**config.mk**
```make
export PLATFORM = sky130hd
export DESIGN_NAME = uart_receiver_flat
export DESIGN_NICKNAME = d
export VERILOG_FILES = /design/src/rtl/uart_receiver_if.sv /design/src/rtl/uart_receiver.sv /design/src/flat_wrapper.sv
export SDC_FILE = /design/constraint.sdc
export NUM_CORES = 1
export LEC_CHECK = 0
export ABC_AREA = 1
export BUFFER_PORTS_ARGS = -buffer_cell sky130_fd_sc_hd__buf_2
export CAP_MARGIN = 10
export CORE_MARGIN = 5
export CORE_UTILIZATION = 35
export CTS_CLUSTER_DIAMETER = 150
export DETAILED_ROUTE_END_ITERATION = 6
export PLACE_DENSITY_LB_ADDON = 0.12
export SLEW_MARGIN = 25
export SYNTH_ARGS = -nofsm -noshare
export SYNTH_HDL_FRONTEND = slang
export SYNTH_SLANG_ARGS = --single-unit
```
**constraint.sdc**
```tcl
create_clock -name clk -period 2.13 [get_ports clk]
set_input_delay 0.1065 -clock clk [delete_from_list [all_inputs] [get_ports clk]]
set_output_delay 0.1065 -clock clk [all_outputs]
set_load 0.01 [all_outputs]
```
**src/rtl/uart_receiver_if.sv**
```systemverilog
// uart_receiver_if: receive-side signal bundle between the UART pin logic /
// register file and uart_receiver.
//   rec_en    receiver enable
//   comp      16-bit baud compare value (bit period = comp+1 clk cycles)
//   uart_rx   asynchronous serial line, idles high
//   rx_data   last received byte
//   rx_valid  one-cycle pulse, frame completed with good stop bit
//   frame_err one-cycle pulse, stop bit sampled low
//   busy_rx   receiver FSM not idle
// master: drives the controls/line (register file / bench); slave: the receiver.
interface uart_receiver_if #(
  parameter int unsigned DATA_W = 8
);
  logic              rec_en;
  logic [15:0]       comp;
  logic              uart_rx;
  logic [DATA_W-1:0] rx_data;
  logic              rx_valid;
  logic              frame_err;
  logic              busy_rx;

  modport master (
    output rec_en, comp, uart_rx,
    input  rx_data, rx_valid, frame_err, busy_rx
  );

  modport slave (
    input  rec_en, comp, uart_rx,
    output rx_data, rx_valid, frame_err, busy_rx
  );
endinterface

```
**src/rtl/uart_receiver.sv**
```systemverilog
// uart_receiver: 8N1, LSB-first serial-to-parallel receive stage.
// Ports:
//   clk  system clock
//   rst  asynchronous reset, active-high
//   bus  uart_receiver_if.slave (rec_en, comp, uart_rx in;
//        rx_data, rx_valid, frame_err, busy_rx out)
// Parameters: DATA_W (8), SYNC_STAGES (>= 2) uart_rx synchronizer depth.
// Optional macro UART_RX_MAJORITY_EN: each sample point becomes a 2-of-3
// majority of rx_s around the bit centre; all outputs move one cycle later.
module uart_receiver #(
  parameter int unsigned DATA_W      = 8,
  parameter int unsigned SYNC_STAGES = 2
) (
  input logic            clk,
  input logic            rst,
  uart_receiver_if.slave bus
);

  localparam int unsigned IDX_W = (DATA_W > 1) ? $clog2(DATA_W) : 1;
  localparam logic [IDX_W-1:0] LAST_IDX = IDX_W'(DATA_W - 1);

  typedef enum logic [1:0] {IDLE, START, DATA, STOP} state_t;

  state_t              state_q;
  logic [SYNC_STAGES-1:0] sync_q;
  logic                rx_s;
  logic                rx_prev_q;
  logic [15:0]         ce_q;
  logic [15:0]         cnt_q;
  logic [IDX_W-1:0]    idx_q;
  logic [DATA_W-1:0]   shift_q;
  logic [DATA_W-1:0]   rx_data_q;
  logic                rx_valid_q;
  logic                frame_err_q;

  logic [15:0]         comp_ce;
  logic [15:0]         half;
  logic [15:0]         start_pt;
  logic                samp;

  // Synchronizer; idles high so reset does not look like a start edge.
  always_ff @(posedge clk or posedge rst) begin
    if (rst) sync_q <= '1;
    else     sync_q <= {sync_q[SYNC_STAGES-2:0], bus.uart_rx};
  end

  assign rx_s     = sync_q[SYNC_STAGES-1];
  assign comp_ce  = (bus.comp < 16'd3) ? 16'd3 : bus.comp;
  assign half     = ce_q >> 1;

`ifdef UART_RX_MAJORITY_EN
  // Decision taken one cycle after the centre: rx_s (centre+1),
  // rx_prev_q (centre), maj2_q (centre-1).
  logic maj2_q;

  always_ff @(posedge clk or posedge rst) begin
    if (rst) maj2_q <= 1'b1;
    else     maj2_q <= rx_prev_q;
  end

  assign samp     = (rx_s & rx_prev_q) | (rx_s & maj2_q) | (rx_prev_q & maj2_q);
  assign start_pt = half + 16'd1;
`else
  assign samp     = rx_s;
  assign start_pt = half;
`endif

  always_ff @(posedge clk or posedge rst) begin
    if (rst) begin
      state_q     <= IDLE;
      rx_prev_q   <= 1'b1;
      ce_q        <= 16'd3;
      cnt_q       <= '0;
      idx_q       <= '0;
      shift_q     <= '0;
      rx_data_q   <= '0;
      rx_valid_q  <= 1'b0;
      frame_err_q <= 1'b0;
    end else begin
      rx_prev_q   <= rx_s;
      rx_valid_q  <= 1'b0;
      frame_err_q <= 1'b0;
      if (!bus.rec_en) begin
        state_q <= IDLE;
      end else begin
        case (state_q)
          IDLE: begin
            if (rx_prev_q && !rx_s) begin
              state_q <= START;
              ce_q    <= comp_ce;
              // The edge cycle itself is count 0, so START begins at 1;
              // this lands every sample at t0 + half + k*(ce+1).
              cnt_q   <= 16'd1;
            end
          end
          START: begin
            if (cnt_q == start_pt) begin
              if (samp) begin
                state_q <= IDLE;
              end else begin
                state_q <= DATA;
                cnt_q   <= '0;
                idx_q   <= '0;
              end
            end else begin
              cnt_q <= cnt_q + 16'd1;
            end
          end
          DATA: begin
            if (cnt_q == ce_q) begin
              shift_q[idx_q] <= samp;
              cnt_q          <= '0;
              if (idx_q == LAST_IDX) state_q <= STOP;
              else                   idx_q   <= idx_q + 1'b1;
            end else begin
              cnt_q <= cnt_q + 16'd1;
            end
          end
          STOP: begin
            if (cnt_q == ce_q) begin
              // Leave at mid-stop so a back-to-back start edge is not missed.
              rx_data_q   <= shift_q;
              rx_valid_q  <= samp;
              frame_err_q <= !samp;
              cnt_q       <= '0;
              state_q     <= IDLE;
            end else begin
              cnt_q <= cnt_q + 16'd1;
            end
          end
          default: state_q <= IDLE;
        endcase
      end
    end
  end

  assign bus.rx_data   = rx_data_q;
  assign bus.rx_valid  = rx_valid_q;
  assign bus.frame_err = frame_err_q;
  assign bus.busy_rx   = (state_q != IDLE);

endmodule

```
**src/flat_wrapper.sv**
```systemverilog
// flat-port wrapper written by rule: the top's interface ports become plain ports
module uart_receiver_flat 
#(
  parameter int unsigned DATA_W      = 8,
  parameter int unsigned SYNC_STAGES = 2
)
  (clk, rst, bus_rec_en, bus_comp, bus_uart_rx, bus_rx_data, bus_rx_valid, bus_frame_err, bus_busy_rx);
  uart_receiver_if #(.DATA_W(DATA_W)) bus_i ();
  input logic clk;
  input logic rst;
  input wire logic [$bits(bus_i.rec_en)-1:0] bus_rec_en;
  input wire logic [$bits(bus_i.comp)-1:0] bus_comp;
  input wire logic [$bits(bus_i.uart_rx)-1:0] bus_uart_rx;
  output wire logic [$bits(bus_i.rx_data)-1:0] bus_rx_data;
  output wire logic [$bits(bus_i.rx_valid)-1:0] bus_rx_valid;
  output wire logic [$bits(bus_i.frame_err)-1:0] bus_frame_err;
  output wire logic [$bits(bus_i.busy_rx)-1:0] bus_busy_rx;
  assign bus_i.rec_en = bus_rec_en;
  assign bus_i.comp = bus_comp;
  assign bus_i.uart_rx = bus_uart_rx;
  assign bus_rx_data = bus_i.rx_data;
  assign bus_rx_valid = bus_i.rx_valid;
  assign bus_frame_err = bus_i.frame_err;
  assign bus_busy_rx = bus_i.busy_rx;
  uart_receiver #(.DATA_W(DATA_W), .SYNC_STAGES(SYNC_STAGES)) u_core (.clk(clk), .rst(rst), .bus(bus_i));
endmodule
```
# Word-level counts from Yosys, hierarchy flattened
# Cells that the tools add are included.
[word_totals] regBits=58 latch_bits=0 mem_bits_rw=0 rom_bits=0 inputBits=20 output_inout_bits=11 mem_count=0
[classes] n_addsub=2 n_mul=0 div_mod_pow=0 n_lt_le_gt_ge=3 eq_ne=17 n_shift=0 n_mux=28 bitwise=0 reduce_logical=13
[op_table] op="$mux 16" n=5
[op_table] op="$pmux 16 s3" n=1
[op_table] op="$add 16x1->16 const B" n=1
[op_table] op="$eq 16x15->1" n=1
[op_table] op="$eq 16x16->1" n=1
[op_table] op="$lt 16x2->1 const B" n=1
[op_table] op="$ne 3x2->1 const B" n=5
[op_table] op="$mux 2" n=7
[op_table] op="$mux 3" n=4
[op_table] op="$reduce_and 3->1" n=4
[op_table] op="$bwmux 8" n=1
[op_table] op="$pmux 2 s4" n=1
[op_table] op="$mux 1" n=7
[op_table] op="$ne 2x1->1 const B" n=3
[op_table] op="$pmux 3 s2" n=1
[op_table] op="$reduce_and 6->1" n=1
[op_table] op="$reduce_and 5->1" n=1
[op_table] op="$eq 2x2->1 const B" n=2
[op_table] op="$lt 3x4->1 const B" n=1
[op_table] op="$ne 2x2->1 const B" n=2
[op_table] op="$reduce_bool 2->1" n=2
[op_table] op="$add 3x1->3 const B" n=1
[op_table] op="$demux 1 s3" n=1
[op_table] op="$eq 3x3->1 const B" n=1
[op_table] op="other kinds (7)" n=8

# Longest topological paths before layout
[logic_depth] word_depth=5 mapped_depth=12 ltp_nobuf=11

# Least setup slack after synthesis
# No wires, ideal clock.
[synth_path] path_type="register to register" startpoint="reg u_core.state_q[0]" endpoint="reg u_core.cnt_q[10]" arrival_ns=1.511 slack_ns=0.493 stages_incl_launch_ff=9 path_buffers=1 period_less_slack_ns=1.637 cell_sequence="dfrtp_1 > inv_1 > ha_1 > or2_2 > clkbuf_1 > nand2_1 > nand2_1 > nand2_2 > o21ai_0"
[synth_between] elab_chain_cells=3 elab_cells_between_ends=9 classes_between="5 x eq/ne; 1 x mux; 3 x reduce/logical"
[synth_lines] item="start: declaration" line_no="uart_receiver.sv:24" rtl="state_t state_q;"
[synth_lines] item="start signal: assignment" line_no="uart_receiver.sv:70" rtl="state_q <= IDLE;"
[synth_lines] item="start signal: assignment" line_no="uart_receiver.sv:84" rtl="state_q <= IDLE;"
[synth_lines] item="start signal: assignment" line_no="uart_receiver.sv:89" rtl="state_q <= START;"
[synth_lines] item="$eq 2x1->1 (tied with other cells)" line_no="uart_receiver.sv:86" rtl="case (state_q)"
[synth_lines] item="$ne 3x3->1 (no line) (tied with other cells)"
[synth_lines] item="$reduce_and 3->1 (no line) / $pmux 16 s3 (equally long branches)"
[synth_lines] item="end signal: assignment" line_no="uart_receiver.sv:106" rtl="cnt_q <= cnt_q + 16'd1;"
[synth_lines] item="end signal: assignment" line_no="uart_receiver.sv:116" rtl="cnt_q <= cnt_q + 16'd1;"
[synth_lines] item="end signal: assignment" line_no="uart_receiver.sv:128" rtl="cnt_q <= cnt_q + 16'd1;"
[synth_lines] item="end: declaration" line_no="uart_receiver.sv:29" rtl="logic [15:0] cnt_q;"
# Parallel ways exist; a longest one is shown, timed or not.
# A chain may end at the register's enable or synchronous reset.

# Final worst setup path
[layout_path] startpoint="reg u_core.cnt_q[1]" endpoint="reg u_core.cnt_q[8]"
[layout_between] elab_chain_cells=3 elab_cells_between_ends=8 classes_between="1 x add/sub; 3 x eq/ne; 3 x mux; 1 x reduce/logical"
[layout_lines] item="$add 16x1->16 (tied with other cells)" line_no="uart_receiver.sv:106, uart_receiver.sv:116, uart_receiver.sv:128"
[layout_lines] item="$mux 16 (tied with other cells)" line_no="uart_receiver.sv:110, uart_receiver.sv:120"
[layout_lines] item="$pmux 16 s3 / $reduce_and 3->1 (equally long branches)"
# Parallel ways exist; a longest one is shown, timed or not.

==> metrics.cfg <==
[layout]
drive_gt1_share_pct=16.55
area_growth_pct=19.98
fin_nets=591
num-fill-cells=1041
antenna_cells=0
regArea_um2=1458
utilization_pct=42.47
multi_input_area_um2=1799

[grt]
overflow=0
grt_max_degree=59
antenna_found_initial=0
grt_pass1_wl_mm=14.99
grt_pass1_vias=2989
grt_usage_pct=14.89

[die]
core_um2=10140
initial_core_util_pct=35.39
die-area_um2=12380
ioPinCount=31
die_w_um=111.3
die_h_um=111.3
rows=37

[timing]
worstMarginPinSlew_ps=592.8
skew_ps=17.62
drv_slew=0
setup_viol=0
min_period_ps=1919
fin_ws_ps=211.4
maxSlewHeadroom_pct=60.11
fin_crit_sh_pct=90.08
timing.hold.ws_ps=5.741
hold_viol_final=0
max_freq_mhz=521.2
rsz0062_at_grt=no
fin_setup_tns_ps=0

[placed_design]
io_buffer_count=30
hpwl_mm=6.520
gp_congestion=0.8528
place_ws_ps=212.0

[clocking]
h-tree-depth=3
clkTransAtPathRegs_ps=70
root_buffer=clkbuf_8
clk_path_buf_depth=2
clock_latency_ps=350
cts_tree=yes
cts.sinks=58
cts_buffers=9

[route]
viasPerCell=4.563
drtIter0Drc=167
vias=3212
drt_first_pass_iters=5
wl_mm=8.846
wl_per_cell_um=12.57
drc=0
final_antenna_net_count=0

[synthesis]
netlist_instances=513
avgSynthCellArea_um2=6.995
synth_cell_types=37
ys_ff_latch=58
syn-num-nets=541
synth-seq-area-share_pct=40.62
synth_area_um2=3588
synth_warnings=0

[worst_setup_path]
cp_max_fo=6
worstPathArrival_ps=2190
r2r_start=u_core.cnt_q[1]
crit_path_cell_trace=ha_1 -> nand3_1 -> nor2_4 -> nand2_1 -> o21bai_1 -> nand2_1 -> inv_1 -> nand3_1 -> nand2_1 -> nand3_1 -> nand2_1
worstSetupStartpoint=u_core.cnt_q[1]
max_stage_delay_ps=450
worstSetupStartpointType=flop
crit_path_top_delay_cell=dfrtp_1
path_common_cell=nand2_1
r2r_slack_ps=210
crit_type=reg2reg
r2r_cells=11
cp-end-kind=flop
crit_required_ps=2400

[run]
cap_violations=0

[pwr]
power_density_nw_per_um2=974.2
p_leak_uw=0.002241
power_uw=4194
vdd_drop_max_mv=0.3788

[run_status]
status=finished, final reports clean

[hold_path]
hold_start=bus_comp[5]
hp-class=in2reg
whs_path_depth=3

flip-flops by register name, indices dropped and copies added, names as in the netlist:
name / count
u_core.shift_q: 8
u_core.state_q: 2
u_core.cnt_q: 16
u_core.sync_q: 2
u_core.rx_prev_q: 1
u_core.bus.rx_data: 8
u_core.ce_q: 16
u_core.bus.frame_err: 1
u_core.idx_q: 3
u_core.bus.rx_valid: 1
final cells by class:
type / instances / area share [%]
multi-input combinational: 371 / 41.79
sequential: 58 / 33.86
timing repair buffer: 52 / 8.428
inverter: 71 / 6.190
tap: 136 / 3.952
clock inverter: 7 / 2.906
clock buffer: 9 / 2.877
synth_stat cells:
cell type	n	area (um2)
buf_2	1	5.000
a21oi_4	1	16.27
nor2_2	2	12.51
o21ai_4	1	16.27
buf_6	1	11.26
a21oi_1	7	35.03
o21ai_2	8	70.07
inv_2	9	33.78
nand2_4	1	11.26
nor4_1	3	18.77
nand2_1	200	750.7
nor2_8	1	20.02
inv_1	62	232.7
clkbuf_1	6	22.52
xor2_1	8	70.07
nand3b_1	2	15.01
o22ai_1	1	6.260
nand4_1	6	37.54
o21bai_1	1	7.510
dfrtp_1	53	1326
nor2_1	31	116.4
o21ai_1	10	50.05
nor3_1	3	15.01
buf_4	4	30.03
nand2_2	4	25.02
a31oi_1	2	12.51
nor2_4	2	22.52
nor3_2	1	10.01
ha_1	8	100.1
a211oi_1	1	7.510
dfstp_2	5	131.4
or2_2	1	6.260
buf_1	1	3.750
o21ai_0	24	120.1
a21oi_2	1	8.760
nand3_2	1	10.01
nand3_1	40	200.2
placed cells by master (no fill, tap or decap), drive strengths merged:
master       synthesis  routed
nand2              205     205
inv                 71      72
dfrtp               53      53
o21ai               43      43
nand3               41      41
buf                  7      38
nor2                36      36
dlygate4sd3          0      14
clkbuf               6       9
a21oi                9       9
xor2                 8       8
ha                   8       8
nand4                6       6
dfstp                5       5
nor3                 4       4
nor4                 3       3
clkinv               0       3
bufinv               0       3
a31oi                2       2
nand3b               2       2
or2                  1       1
o21bai               1       1
o22ai                1       1
a211oi               1       1
cells by family after synthesis:
family / after synthesis / share of synthesized area (%)
XOR/XNOR: 8 / 1.953
AO/OA/AOI/OAI: 57 / 9.764
AND/OR/NAND/NOR: 298 / 35.43
buffers and inverters: 84 / 9.449
adder cells (fa/ha/maj): 8 / 2.790
flip-flops: 58 / 40.62
metrics by stage:
step | std cells | instance area (um2)
finish | 704 | 4305
global route | 704 | 4305
CTS | 704 | 4300
detailed placement | 674 | 3911
global placement | 674 | 3911
floorplan | 513 | 3588
power breakdown:
group          leakage, uW  switching [uW]  internal (uW)
clock network     0.000124             513            787
logic              0.00135             907            480
registers         0.000766             198           1310
path summary, 6_finish.rpt:
path | endpoint
max | u_core.cnt_q[8]
min | u_core.ce_q[5]
max reg2reg | u_core.cnt_q[8]
min reg2reg | u_core.sync_q[1]
max in group asynchronous | u_core.ce_q[0]
min in group asynchronous | u_core.ce_q[13]
timing repair:
action / CTS / global route
buffers inserted: 0 / 0
hold buffers: 14 / 0
endpoints found under the hold margin: 66 / 0
endpoints found under the setup margin: 0 / 1
resized for setup: 0 / 1
worst max-delay path, delay by kind of cell (launching register included):
| family | cells | cell delay [ps] |
|---|---|---|
| compound gates | 1 | 170 |
| fa+ha+maj | 1 | 220 |
| buf+inv | 1 | 90 |
| flops | 1 | 450 |
| simple gates | 8 | 910 |
routing by layer:
layer / GRT usage (%) / up-vias / share of wire [%]
met5: 0 / - / 0
met4: 3.406 / 0 / 0.93
met3: 3.221 / 6 / 3.9
met2: 22.40 / 48 / 44
li1: - / 1697 / -
met1: 21.86 / 1461 / 51
No activity file was read; power rests on OpenSTA's default activity.
